$ cat src/rtl/register_bank_nbit_if.sv
// Register bank access bundle: enables, function select, load data,
// read selects and the read/flag/wrap outputs. Drive via master.
interface register_bank_nbit_if #(
    parameter int WIDTH = 16,
    parameter int NREG  = 4
);
    localparam int SW = $clog2(NREG);

    logic [NREG-1:0]  E;
    logic [2:0]       FunSel;
    logic [WIDTH-1:0] I;
    logic [SW-1:0]    OutASel;
    logic [SW-1:0]    OutBSel;
    logic [WIDTH-1:0] OutA;
    logic [WIDTH-1:0] OutB;
    logic [NREG-1:0]  Zero;
    logic             Wrap;

    modport master (
        output E, FunSel, I, OutASel, OutBSel,
        input  OutA, OutB, Zero, Wrap
    );

    modport slave (
        input  E, FunSel, I, OutASel, OutBSel,
        output OutA, OutB, Zero, Wrap
    );
endinterface

$ cat src/rtl/register_bank_nbit.sv
// NREG x WIDTH register bank: shared FunSel, per-register enable,
// two read ports, zero flags, registered inc/dec Wrap pulse.
// Ports: Clock, Reset (async, active low), bus (slave modport).
// REGBANK_SATURATE_EN: inc/dec saturate instead of wrapping.
module register_bank_nbit #(
    parameter int               WIDTH       = 16,
    parameter int               NREG        = 4,
    parameter logic [WIDTH-1:0] RESET_VALUE = '0
) (
    input logic                 Clock,
    input logic                 Reset,
    register_bank_nbit_if.slave bus
);
    localparam int SW = $clog2(NREG);
    localparam int H  = WIDTH / 2;
    localparam logic [WIDTH-1:0] ONE  = WIDTH'(1);
    localparam logic [WIDTH-1:0] ONES = '1;
`ifdef REGBANK_SATURATE_EN
    localparam bit SAT = 1'b1;
`else
    localparam bit SAT = 1'b0;
`endif

    generate
        if ((WIDTH % 2) != 0 || WIDTH < 2 || NREG < 2) begin : g_bad
            $error("register_bank_nbit: bad WIDTH/NREG");
        end
    endgenerate

    logic [WIDTH-1:0] q    [NREG];
    logic [WIDTH-1:0] q_nx [NREG];
    logic             wrap_q;
    logic             wrap_nx;
    logic [WIDTH-1:0] out_a;
    logic [WIDTH-1:0] out_b;
    logic [NREG-1:0]  zero;

    // Wrap flags the attempt, so it also fires when saturating.
    always_comb begin
        wrap_nx = 1'b0;
        for (int k = 0; k < NREG; k++) begin
            q_nx[k] = q[k];
            if (bus.E[k]) begin
                unique case (bus.FunSel)
                    3'b000: begin
                        if (q[k] == '0) begin
                            wrap_nx = 1'b1;
                            q_nx[k] = SAT ? q[k] : q[k] - ONE;
                        end else begin
                            q_nx[k] = q[k] - ONE;
                        end
                    end
                    3'b001: begin
                        if (q[k] == ONES) begin
                            wrap_nx = 1'b1;
                            q_nx[k] = SAT ? q[k] : q[k] + ONE;
                        end else begin
                            q_nx[k] = q[k] + ONE;
                        end
                    end
                    3'b010: q_nx[k] = bus.I;
                    3'b011: q_nx[k] = '0;
                    3'b100: q_nx[k][H-1:0] = bus.I[H-1:0];
                    3'b101: q_nx[k][WIDTH-1:H] = bus.I[H-1:0];
                    3'b110: q_nx[k] = {q[k][WIDTH-2:0], 1'b0};
                    3'b111: q_nx[k] = {1'b0, q[k][WIDTH-1:1]};
                    default: q_nx[k] = q[k];
                endcase
            end
        end
    end

    always_ff @(posedge Clock or negedge Reset) begin
        if (!Reset) begin
            for (int k = 0; k < NREG; k++) begin
                q[k] <= RESET_VALUE;
            end
            wrap_q <= 1'b0;
        end else begin
            for (int k = 0; k < NREG; k++) begin
                q[k] <= q_nx[k];
            end
            wrap_q <= wrap_nx;
        end
    end

    // Selects that match no register read as zero.
    always_comb begin
        out_a = '0;
        out_b = '0;
        for (int k = 0; k < NREG; k++) begin
            if (bus.OutASel == SW'(k)) out_a = q[k];
            if (bus.OutBSel == SW'(k)) out_b = q[k];
            zero[k] = (q[k] == '0);
        end
    end

    assign bus.OutA = out_a;
    assign bus.OutB = out_b;
    assign bus.Zero = zero;
    assign bus.Wrap = wrap_q;
endmodule

$ cat src/flat_wrapper.sv
// flat-port wrapper written by rule: the top's interface ports become plain ports
module register_bank_nbit_flat 
#(
    parameter int               WIDTH       = 16,
    parameter int               NREG        = 4,
    parameter logic [WIDTH-1:0] RESET_VALUE = '0
)
  (Clock, Reset, bus_E, bus_FunSel, bus_I, bus_OutASel, bus_OutBSel, bus_OutA, bus_OutB, bus_Zero, bus_Wrap);
  register_bank_nbit_if #(.WIDTH(WIDTH), .NREG(NREG)) bus_i ();
  input logic Clock;
  input logic Reset;
  input wire logic [$bits(bus_i.E)-1:0] bus_E;
  input wire logic [$bits(bus_i.FunSel)-1:0] bus_FunSel;
  input wire logic [$bits(bus_i.I)-1:0] bus_I;
  input wire logic [$bits(bus_i.OutASel)-1:0] bus_OutASel;
  input wire logic [$bits(bus_i.OutBSel)-1:0] bus_OutBSel;
  output wire logic [$bits(bus_i.OutA)-1:0] bus_OutA;
  output wire logic [$bits(bus_i.OutB)-1:0] bus_OutB;
  output wire logic [$bits(bus_i.Zero)-1:0] bus_Zero;
  output wire logic [$bits(bus_i.Wrap)-1:0] bus_Wrap;
  assign bus_i.E = bus_E;
  assign bus_i.FunSel = bus_FunSel;
  assign bus_i.I = bus_I;
  assign bus_i.OutASel = bus_OutASel;
  assign bus_i.OutBSel = bus_OutBSel;
  assign bus_OutA = bus_i.OutA;
  assign bus_OutB = bus_i.OutB;
  assign bus_Zero = bus_i.Zero;
  assign bus_Wrap = bus_i.Wrap;
  register_bank_nbit #(.WIDTH(WIDTH), .NREG(NREG), .RESET_VALUE(RESET_VALUE)) u_core (.Clock(Clock), .Reset(Reset), .bus(bus_i));
endmodule
$ cat config.mk
export PLATFORM = sky130hd
export DESIGN_NAME = register_bank_nbit_flat
export DESIGN_NICKNAME = d
export VERILOG_FILES = /design/src/rtl/register_bank_nbit_if.sv /design/src/rtl/register_bank_nbit.sv /design/src/flat_wrapper.sv
export SDC_FILE = /design/constraint.sdc
export NUM_CORES = 1
export LEC_CHECK = 0
export CELL_PAD_IN_SITES_DETAIL_PLACEMENT = 1
export CELL_PAD_IN_SITES_GLOBAL_PLACEMENT = 1
export CORE_UTILIZATION = 48
export DETAILED_ROUTE_END_ITERATION = 8
export PLACE_DENSITY = 0.86
export SETUP_SLACK_MARGIN = 0.1
export SLEW_MARGIN = 20
export SYNTH_ARGS = -nofsm -noshare
export SYNTH_HDL_FRONTEND = slang
export SYNTH_SLANG_ARGS = --single-unit
$ cat constraint.sdc
create_clock -name Clock -period 5.8 [get_ports Clock]
set_input_delay 1.16 -clock Clock [delete_from_list [all_inputs] [get_ports Clock]]
set_output_delay 1.16 -clock Clock [all_outputs]
set_load 0.02 [all_outputs]
After elaboration in Yosys (flattened, before gate mapping)
Cells that the tools add are included.
Widths: inputs -> output; s select.
{"block": "word_totals", "regBits": 65, "input_bits": 29, "out_inout_bits": 37}
{"block": "op_classes", "add_sub_neg": 8, "n_eq_ne": 17, "mux": 32, "n_reduce_logical": 18}
{"operator": "$pmux 8 s7", "n": 4}
{"operator": "$pmux 8 s6", "n": 4}
{"operator": "$mux 16", "n": 8}
{"operator": "$add 16x1->16 const B", "n": 4}
{"operator": "$eq 16x16->1 const B", "n": 4}
{"operator": "$logic_not 16->1", "n": 4}
{"operator": "$sub 16x1->16 const B", "n": 4}
{"operator": "$reduce_and 2->1", "n": 8}
{"operator": "$eq 3x3->1 const B", "n": 4}
{"operator": "$mux 1", "n": 12}
{"operator": "$eq 2x2->1 const B", "n": 4}
{"operator": "$pmux 1 s2", "n": 4}
{"operator": "$reduce_bool 7->1", "n": 1}
{"operator": "$eq 3x2->1 const B", "n": 2}
{"operator": "$reduce_bool 6->1", "n": 1}
{"operator": "$eq 2x1->1 const B", "n": 2}
{"operator": "$logic_not 2->1", "n": 2}
{"operator": "$eq 3x1->1 const B", "n": 1}
{"operator": "$logic_not 3->1", "n": 1}
{"operator": "$reduce_or 2->1", "n": 1}

Longest topological paths before layout
{"block": "depth", "ltp_word": 13, "ltp_mapped": 9, "mapped_depth_nobuf": 7}

Worst setup path before layout
OpenSTA, ideal clock, no wires.
{"block": "synth_timing", "path_type": "input to output", "startpoint": "input bus_OutBSel[1]", "endpoint": "output bus_OutB[10]", "t_arrival_ps": 2598, "setup_slack_ps": 2042, "stages": 3, "path_buffers": 2, "path_cell_list": "clkbuf_1 -> buf_1 -> mux4_2"}
{"block": "synth_between", "elab_chain_len": 5, "elab_cells_between_ends": 8}
{"item": "from (decl)", "line": "flat_wrapper.sv:16", "source": "input wire logic [$bits(bus_i.OutBSel)-1:0] bus_OutBSel;"}
{"item": "$logic_not 2->1", "line": "register_bank_nbit.sv:93", "source": "if (bus.OutBSel == SW'(k)) out_b = q[k];"}
{"item": "$mux 16 (3 in a row)", "line": "register_bank_nbit.sv:93"}
{"item": "$mux 16 (*)", "line": "register_bank_nbit.sv:93"}
{"item": "to (decl)", "line": "flat_wrapper.sv:18", "source": "output wire logic [$bits(bus_i.OutB)-1:0] bus_OutB;"}
Every way passes the cells marked *; elsewhere a longest branch is shown, timed or not.

Final worst setup path
{"block": "layout_timing", "startpoint": "input bus_OutBSel[0]", "endpoint": "output bus_OutB[6]"}
Same word-level chain as after synthesis.

==> summary.txt <==
Pwr
  • Clock share of power: between 20 and 25%
  • Power Total: approximately 2500 uW
  • Leak: 0.00315 uW
  • Pint: between 1000 and 1500 uW
  • Sw power: 1170 uW
  • Flop pwr share: between 30% and 40%
  • Net Sw Frac: a little under half
  • Power per cell area: between 200 and 300 nW/um2
  • Logic pwr share: 40.4%
  • Max VDD drop: 0.000146 V

Routing
  • DR WL/cell: 28.6 um
  • Vias per inst: 7.76
  • Via count: between 9k and 10k
  • Router iterations before antenna repair: 5
  • Drt first-iter violations: 1239
  • Detail Route Antenna Nets: 0
  • DR DRC count: 0
  • Final WL: between 30000 and 40000 um

Floorplanning
  • Initial core utilization: between 40% and 50%
  • Row cnt: 47
  • I/O pin cnt: between 60 and 70
  • Total Die Area: 17400 um2
  • DIE WIDTH: around 130 um
  • Die Span Y: ~130 um
  • Core Region: 16500 um2

Clock tree
  • Number of setup buffers added after CTS: 0
  • CTS root buf: clkbuf_16
  • Clock-pin slew on the worst setup and hold paths: 60 ps
  • Clk buf depth: 2
  • CTS H-tree lvls: 3
  • Clk_lat worst skew: between 300 and 400 ps
  • Inserted Clock Buffers: 9
  • Clock sink total: 65
  • Post-CTS Resized: 0
  • TritonCTS clock tree: built
  • Hold_buf cts: 0

GRT
  • Overflow after GRT: 0
  • Largest net degree at the start of global routing: 66
  • Number of global-route vias before repair: slightly below 10k
  • Initial antenna violation count: 1
  • Global-route wire length before repair: between 50000 and 60000 um
  • Total global-route track usage: 41.6%

Synth
  • Adder-cell share of the synthesized area: under 10%
  • EDFF count, synth: 0
  • Yosys warns: 0
  • Seq cells post-synth: 65
  • Sequential share of the synthesized area: 20.1%
  • Post-synthesis cell count: 1071
  • Synth cell types: 83
  • Syn Nets: around 1.1k
  • Avg Cell Area, Syn: about 7.6 um2
  • Post-Syn Area: just over 8000 um2
  • Largest family of logic cells by synthesized area: compound AO/OA/AOI/OAI gates
  • Synth Area in Simple Gates: between 20% and 30%
  • Post-synthesis mux area share: roughly 11%
  • Most used DFF post-synth: dfrtp_1
  • Post-synthesis compound-gate area fraction: between 20% and 30%
  • Synth async-reset ratio: between 90% and 100%
  • Xor and xnor area share after synthesis: between 3 and 4%

Setup path
  • Crit path capture: bus_OutB[6]
  • Crit Reg-Reg Startpoint: u_core.q[32]
  • Critical Path Start Type: primary input
  • Reg2reg end: u_core.bus.Wrap
  • CP Launch Point: bus_OutBSel[0]
  • Crit Path Category: primary input to output port
  • R2r setup slk: a little under 3000 ps
  • Crit Path Max Fanout: 12
  • Arrival @ worst endpoint: approximately 3400 ps
  • Setup crit end kind: output port
  • Data required time of the critical path: ~4600 ps
  • Reg2Reg Depth: 7

Placement
  • Hpwl dp: around 25000 um
  • PortBufs: 65
  • Routability cong.: around 0.96
  • Placement Cell Area: 8610 um2
  • Cells after DPL: 1243

Timing
  • Final TNS setup: 0 ps
  • Pins Over Slew Limit: 0
  • # setup viols final: 0
  • Min Tclk post-route: about 4600 ps
  • Fin crit share: 78.5%
  • Fmax: between 200 and 250 MHz
  • Worst clock skew: roughly 8.9 ps
  • RSZ-0062 raised after global routing: false
  • Worst-Margin Slew: 1120 ps
  • Final hold violation count: 0
  • Worst rel slew slack: between 20% and 30%

Finish
  • Layout cells sized above 1: approximately 8.8%
  • Non-filler cells, final: between 1k and 1.5k
  • Area Overhead vs Synth: 10.3%
  • Most frequent cells in the layout: 86 x o21ai_0, 85 x nand2_1, 71 x nor2_1
  • Final nets: about 1.1k
  • Commonest non-fill, non-tap cell in the layout: o21ai_0
  • Design area: ~8900 um2

Run status
  • Status: finished clean

Run
  • Max Cap Violations: 0

Min path
  • Hold WC Path Type: flop to flop
## cells in the mapped netlist (23+ instances only)
| cell | number | area (um2) |
|---|---|---|
| nor2_1 | 72 | 270 |
| a221oi_1 | 23 | 201 |
| o22ai_1 | 35 | 219 |
| nand3_1 | 43 | 215 |
| inv_1 | 33 | 124 |
| nor4_1 | 31 | 194 |
| clkbuf_1 | 104 | 390 |
| nor3_1 | 32 | 160 |
| mux4_2 | 30 | 676 |
| xnor2_1 | 24 | 210 |
| nand2_1 | 85 | 319 |
| o21ai_0 | 86 | 430 |
| dfrtp_1 | 65 | 1630 |
| a21oi_1 | 66 | 330 |
## area by class of cell
class                      count  area, um2
clock buffer                  12        256
antenna                        1       2.50
fill                        2044       7610
clock inverter                 3       40.0
timing repair buffer          80        746
tap                          220        275
inverter                      35        131
sequential                    65       1630
multi-input combinational    843       5840
## per-layer routing
| layer | global-route usage (%) | wire [um] | share of wire, % |
|---|---|---|---|
| met1 | 51.5 | 13600 | 38 |
| met2 | 64.6 | 16300 | 45 |
| met3 | 8.42 | 3600 | 10 |
| met4 | 30.6 | 2570 | 7.1 |
| met5 | 0 | 0 | 0 |
## per-stage QoR
step                      hold slack, ps  setup WS [ps]  util, %
after global routing                 730           1210     54.0
final                                726           1250     54.0
after floorplan                      585           2040        -
after CTS                            719           1270     53.9
after global placement               699           1300     52.1
after detailed placement             711           1270     52.1
## power by group through the flow
stage	clock network, uW	logic (uW)	registers [uW]
final	584	1020	920
after global routing	599	1080	928
after CTS	585	998	892
after detailed placement	0	990	898
after global placement	0	956	892
after floorplan	0	878	606
## sequential cells by signal (all words and copies together), names as in the netlist
signal,cells
u_core.q,64
u_core.bus.Wrap,1
## worst min-delay path by stage
stage | cells after the start | slack (ps) | from | endpoint
CTS | 1 | 720 | u_core.q[63] | u_core.q[63]
global route | 1 | 730 | u_core.q[63] | u_core.q[63]
global placement | 2 | 700 | u_core.q[42] | u_core.q[42]
finish | 1 | 730 | u_core.q[63] | u_core.q[63]
floorplan | 2 | 580 | u_core.q[11] | u_core.q[11]
detailed placement | 1 | 710 | u_core.q[63] | u_core.q[63]
## critical path: stages
cell and delay (ps):
clkdlybuf4s50_1 1020, buf_4 290, mux4_2 340, clkdlybuf4s50_1 580
## cell families (layout without fill, tap and decap cells)
group / count (synthesis) / in the layout
flops: 65 / 65
other cells: 0 / 1
buf+inv: 163 / 130
simple gates: 383 / 383
xor+xnor: 36 / 36
compound gates: 361 / 361
mux: 51 / 51
fa+ha+maj: 12 / 12
(Power assumes the default switching activity.)
